### config.mk
export PLATFORM = sky130hd
export DESIGN_NAME = byte_unstriping_n
export DESIGN_NICKNAME = d
export VERILOG_FILES = /design/src/rtl/unstriping_pkg.sv /design/src/rtl/lane_fifo.sv /design/src/rtl/byte_unstriping_n.sv
export SDC_FILE = /design/constraint.sdc
export NUM_CORES = 1
export LEC_CHECK = 0
export ABC_AREA = 1
export CORE_MARGIN = 10
export CORE_UTILIZATION = 40
export CTS_CLUSTER_DIAMETER = 120
export DETAILED_ROUTE_END_ITERATION = 10
export SLEW_MARGIN = 20
export SYNTH_ARGS = -nofsm -noshare
export SYNTH_HDL_FRONTEND = slang
export SYNTH_SLANG_ARGS = --single-unit
### constraint.sdc
create_clock -name clk -period 6.65 [get_ports clk]
set_clock_uncertainty 0.1 [all_clocks]
set_input_delay 0.665 -clock clk [delete_from_list [all_inputs] [get_ports clk]]
set_output_delay 0.665 -clock clk [all_outputs]
set_load 0.01 [all_outputs]
### src/rtl/unstriping_pkg.sv
// Shared constants and helpers for the byte un-striping stage.
package unstriping_pkg;

  localparam int DEF_LANES = 2;
  localparam int DEF_WIDTH = 32;
  localparam int DEF_DEPTH = 4;

  // Width of an index into n items, never narrower than one bit.
  function automatic int clog2_min1(input int n);
    return (n > 1) ? $clog2(n) : 1;
  endfunction

  // A request for zero lanes still runs one lane; never exceed the built lanes.
  function automatic int clamp_lanes(input int req, input int lanes);
    if (req < 1) return 1;
    if (req > lanes) return lanes;
    return req;
  endfunction

endpackage

### src/rtl/lane_fifo.sv
// Per-lane synchronous FIFO; pointers carry an extra wrap bit to tell full from empty.
module lane_fifo #(
  parameter int WIDTH = 32,
  parameter int DEPTH = 4
) (
  input  logic             clk_i,
  input  logic             reset_i,
  input  logic             flush_i,
  input  logic             push_i,
  input  logic             pop_i,
  input  logic [WIDTH-1:0] din_i,
  output logic [WIDTH-1:0] head_o,
  output logic             full_o,
  output logic             empty_o
);

  localparam int AW = $clog2(DEPTH);

  logic [WIDTH-1:0] mem_q [DEPTH];
  logic [AW:0]      wr_q, wr_d;
  logic [AW:0]      rd_q, rd_d;
  logic             do_wr, do_rd;

  assign empty_o = (wr_q == rd_q);
  assign full_o  = (wr_q[AW] != rd_q[AW]) && (wr_q[AW-1:0] == rd_q[AW-1:0]);
  assign head_o  = mem_q[rd_q[AW-1:0]];

  // A pop frees the slot the same edge, so a full FIFO may still accept a word.
  assign do_rd = pop_i && !empty_o;
  assign do_wr = push_i && (!full_o || do_rd);

  always_comb begin
    wr_d = wr_q + {{AW{1'b0}}, do_wr};
    rd_d = rd_q + {{AW{1'b0}}, do_rd};
    if (flush_i) begin
      wr_d = '0;
      rd_d = '0;
    end
  end

  always_ff @(posedge clk_i) begin
    if (reset_i) begin
      wr_q <= '0;
      rd_q <= '0;
    end else begin
      wr_q <= wr_d;
      rd_q <= rd_d;
    end
  end

  always_ff @(posedge clk_i) begin
    if (do_wr && !flush_i) mem_q[wr_q[AW-1:0]] <= din_i;
  end

endmodule

### src/rtl/byte_unstriping_n.sv
// Recombines a round-robin striped word stream from LANES lanes into one stream,
// with per-lane skew FIFOs and a runtime-selectable active lane count.
module byte_unstriping_n
  import unstriping_pkg::*;
#(
  parameter int LANES = DEF_LANES,
  parameter int WIDTH = DEF_WIDTH,
  parameter int DEPTH = DEF_DEPTH
) (
  input  logic                          clk,
  input  logic                          reset,
  input  logic [LANES*WIDTH-1:0]        lane_data,
  input  logic [LANES-1:0]              lane_valid,
  input  logic [$clog2(LANES+1)-1:0]    active_lanes,
  output logic [WIDTH-1:0]              data_out,
  output logic                          valid_out,
  output logic [clog2_min1(LANES)-1:0]  out_lane,
  output logic [LANES-1:0]              overflow
);

  localparam int NW = $clog2(LANES + 1);
  localparam int RW = clog2_min1(LANES);

  logic [WIDTH-1:0] head [LANES];
  logic [LANES-1:0] full, empty;
  logic [LANES-1:0] push_v, pop_v, flush_v, ovf_set;

  logic [RW-1:0]    rr_q, rr_d;
  logic [NW-1:0]    n_act_q, n_act_d, n_req;
  logic [WIDTH-1:0] data_q, data_d, head_sel;
  logic [RW-1:0]    lane_q, lane_d;
  logic             valid_q, valid_d;
  logic [LANES-1:0] ovf_q, ovf_d;
  logic             pop_en, sample;

  for (genvar g = 0; g < LANES; g++) begin : g_lane
    lane_fifo #(
      .WIDTH (WIDTH),
      .DEPTH (DEPTH)
    ) u_fifo (
      .clk_i   (clk),
      .reset_i (reset),
      .flush_i (flush_v[g]),
      .push_i  (push_v[g]),
      .pop_i   (pop_v[g]),
      .din_i   (lane_data[g*WIDTH +: WIDTH]),
      .head_o  (head[g]),
      .full_o  (full[g]),
      .empty_o (empty[g])
    );
  end

  always_comb begin
    head_sel = '0;
    pop_en   = 1'b0;
    pop_v    = '0;
    push_v   = '0;
    flush_v  = '0;
    ovf_set  = '0;
    for (int i = 0; i < LANES; i++) begin
      if (RW'(i) == rr_q) begin
        head_sel = head[i];
        pop_en   = !empty[i];
        pop_v[i] = !empty[i];
      end
    end
    // Lane count may only change at a stripe boundary while lane 0 is still awaited.
    sample = (rr_q == '0) && !pop_en;
    n_req  = NW'(clamp_lanes(int'(active_lanes), LANES));
    for (int i = 0; i < LANES; i++) begin
      push_v[i]  = lane_valid[i] && (NW'(i) < n_act_q);
      flush_v[i] = sample && (NW'(i) >= n_req);
      ovf_set[i] = push_v[i] && full[i] && !pop_v[i] && !flush_v[i];
    end
    rr_d = rr_q;
    if (pop_en) rr_d = (int'(rr_q) + 1 >= int'(n_act_q)) ? '0 : rr_q + 1'b1;
    n_act_d = sample ? n_req : n_act_q;
    data_d  = pop_en ? head_sel : data_q;
    lane_d  = pop_en ? rr_q : lane_q;
    valid_d = pop_en;
    ovf_d   = ovf_q | ovf_set;
  end

  always_ff @(posedge clk) begin
    if (reset) begin
      rr_q    <= '0;
      n_act_q <= NW'(LANES);
      data_q  <= '0;
      lane_q  <= '0;
      valid_q <= 1'b0;
      ovf_q   <= '0;
    end else begin
      rr_q    <= rr_d;
      n_act_q <= n_act_d;
      data_q  <= data_d;
      lane_q  <= lane_d;
      valid_q <= valid_d;
      ovf_q   <= ovf_d;
    end
  end

  assign data_out  = data_q;
  assign valid_out = valid_q;
  assign out_lane  = lane_q;
  assign overflow  = ovf_q;

endmodule

==> qor.yml <==
yosys:
  synth_top_area_cell: "edfxtp_1"
  synth_top_area_share_pct: 58.9
  yosysMostFrequentCell: "nand2_1"
  syn_area_per_cell_um2: 10.1
  synth_area_leaders: "edfxtp_1 (59%), nand2_1 (12%), dfxtp_1 (7.8%)"
  synth-edff-count: 256
  ys_seq_area_share_pct: 66.7
  syn_area_mm2: 0.0130
  syn_inst: 1295
  synth.distinct_cells: 26
  synth_common_cells: "nand2_1 (411), edfxtp_1 (256), nand3_1 (197)"
  synthFlopType: "edfxtp_1"
  postSynth.asyncResetShare_pct: 0
  ys_ff_latch: 307
  synth_nets: 1375
  yosys_warnings: 0
layout:
  fillers: 2970
  areaGrowthSynthToFinish_pct: 20.2
  stdcell_area_mm2: 0.0157
  post_route_cells_drive_above_1_share_pct: 7.50
  diodes: 0
  fin_nets: 1469
routing:
  vias: 8662
  met1Wirelength_um: 13400
  vias_per_cell: 4.67
  wl_met2_um: 14700
  wl_per_cell_um: 16.4
  met3_wirelength_um: 1350
  drt_pass1_iterations: 4
  routed.top_layer: "met4"
  routed_wl_um: 30300
  drt_first_iter_violations: 543
  drc: 0
  final_antenna_net_count: 0
critical_path:
  critPathLaunchType: "flip-flop"
  critPathArrivalTime_ns: 3.30
  reg2reg_slack_ns: 3.64
  endpoint: "g_lane[1].u_fifo.rd_q[2]"
  reg2regPathDepth: 11
  crit_fanout: 42
  worst_path_largest_cell_delay_ns: 0.55
  critPathCaptureType: "flip-flop"
  crit_chain: "buf_4 > nand2_1 > nand2_1 > nand3_1 > nand2_2 > buf_4 > inv_1 > ha_1 > ha_1 > xnor2_1 > nor2_1"
  r2r_start: "g_lane[1].u_fifo.rd_q[1]"
  critical_path_class: "reg2reg"
  crit_slowest_cell: "buf_4"
  critical_path_required_ns: 6.93
  timing.rr.end: "g_lane[1].u_fifo.rd_q[2]"
  startpoint: "g_lane[1].u_fifo.rd_q[1]"
hold_path:
  holdCritStartpoint: "overflow[0]"
  min_path_cells: 2
  min_path_type: "reg2reg"
pwr:
  ir_drop_mv: 0.292
  power_per_cell_area_mw_per_mm2: 397
  p_leak_uw: 0.00651
placed_design:
  dpl.hpwl_um: 18400
  placedInstanceArea_mm2: 0.0145
  gp_congestion: 0.783
  portBuffers: 104
clock_network:
  clk_latency_ns: 0.50
  cts_sinks: 307
  clock-root-buffer: "clkbuf_16"
  cts_buffers: 35
  ctsResizeCount: 0
  ctsLongestPathBuffers: 3
  post_cts_buffers: 0
  htree_levels: 2
  cts_tree: "done"
  cts_hold_buf: 0
  clkTransAtPathRegs_ns: 0.06
global_routing:
  antenna_found_initial: 0
  first_global_vias: 8279
  track_usage_pct: 14.7
  grt_max_degree: 69
  grt_pass1_wl_um: 47300
  overflow: 0
timing:
  final_max_slew_viol_count: 0
  fin_setup_tns_ns: 0
  setup_violations: 0
  finalCritPeriodShare_pct: 45.3
  period_needed_ns: 3.01
  finalHoldViolations: 0
  rsz0062_at_grt: "no"
  relSlewSlack_pct: 33.2
  tightest_slew_ns: 1.00
  fmax_ghz: 0.332
floorplan:
  die_h_um: 201
  io_pins: 106
  core_region_area_mm2: 0.0324
  chipWidth_um: 201
  rows: 66
  initial_core_util_pct: 40.3
  fp.dieArea_mm2: 0.0402
run_status:
  outcome: "completed"
job:
  max_cap_viol_count: 0
-- cell usage in the layout, fill, tap and decap left out, types with 3 or more instances in the layout --
| cell type | netlist | routed |
|---|---|---|
| buf_4 | 1 | 19 |
| clkinv_2 | 0 | 4 |
| clkbuf_1 | 24 | 8 |
| nor3_2 | 0 | 4 |
| dfxtp_1 | 51 | 49 |
| edfxtp_1 | 256 | 256 |
| xnor2_1 | 6 | 6 |
| ha_1 | 10 | 10 |
| nor2_1 | 53 | 49 |
| a21oi_1 | 18 | 18 |
| o21ai_0 | 3 | 3 |
| clkdlybuf4s50_1 | 0 | 104 |
| clkbuf_16 | 0 | 37 |
| inv_1 | 189 | 189 |
| nand3_1 | 197 | 197 |
| a21oi_2 | 19 | 19 |
| clkinv_1 | 0 | 4 |
| bufinv_16 | 0 | 6 |
| nand2_2 | 3 | 3 |
| nand2_1 | 411 | 411 |
| nor2_2 | 0 | 4 |
-- critical path: cells and delay by family, from the launching register on --
family / cells / cell delay (ns)
buf+inv: 3 / 1.07
simple gates: 5 / 0.84
fa+ha+maj: 2 / 0.39
flops: 1 / 0.37
xor+xnor: 1 / 0.13
-- flip-flops by register name, indices dropped and copies added, names as in the netlist --
| signal | cells |
|---|---|
| data_out | 32 |
| g_lane.u_fifo.mem_q | 256 |
| g_lane.u_fifo.rd_q | 6 |
| g_lane.u_fifo.wr_q | 6 |
| n_act_q | 2 |
| out_lane | 1 |
| overflow | 2 |
| rr_q | 1 |
| valid_out | 1 |
-- power breakdown --
part | total, uW | internal, uW | leakage, uW | switching, uW
logic | 1730 | 605 | 0.00317 | 1120
clock network | 2000 | 1270 | 0.000583 | 734
registers | 2500 | 2390 | 0.00276 | 112
total | 6230 | 4260 | 0.00651 | 1970
-- through the flow --
| stage | util (%) | hold slack (ns) | total power [uW] | setup WS, ns | instances |
|---|---|---|---|---|---|
| floorplan | - | 0.364 | 3720 | 2.98 | 1295 |
| global placement | 44.7 | 0.343 | 4250 | 3.65 | 1794 |
| detailed placement | 44.7 | 0.347 | 4280 | 3.66 | 1794 |
| CTS | 48.4 | 0.356 | 6300 | 3.62 | 1855 |
| global route | 48.4 | 0.396 | 6600 | 3.31 | 1855 |
| finish | 48.4 | 0.353 | 6230 | 3.64 | 1855 |
-- cell families after synthesis --
family | after synthesis | share of synthesized area [%]
AO/OA/AOI/OAI | 41 | 2.14
XOR/XNOR | 8 | 0.595
adder cells (fa/ha/maj) | 10 | 0.959
buffers and inverters | 259 | 8.23
flip-flops | 307 | 66.7
AND/OR/NAND/NOR | 670 | 21.3
-- worst min-delay path by stage --
stage	endpoint	slack (ns)
final	overflow[0]	0.35
after CTS	overflow[0]	0.36
after floorplan	n_act_q[0]	0.36
after global placement	overflow[0]	0.34
after detailed placement	overflow[0]	0.35
after global routing	out_lane	0.40
-- final cells by class --
| cell class | count | area, um2 | share of cell area, % |
|---|---|---|---|
| Tap cell | 442 | 553 | 3.53 |
| Clock buffer | 47 | 983 | 6.27 |
| Clock inverter | 14 | 221 | 1.41 |
| Timing Repair Buffer | 123 | 1180 | 7.55 |
| Inverter | 193 | 729 | 4.65 |
| Multi-Input combinational cell | 729 | 3290 | 21.0 |
| Sequential cell | 307 | 8710 | 55.6 |
-- layer usage --
layer | vias up | GRT usage, %
li1 | 4376 | -
met1 | 4070 | 18.6
met2 | 167 | 24.8
met3 | 49 | 2.87
met4 | 0 | 5.09
met5 | - | 0
Power figures use the tool's default switching activity.
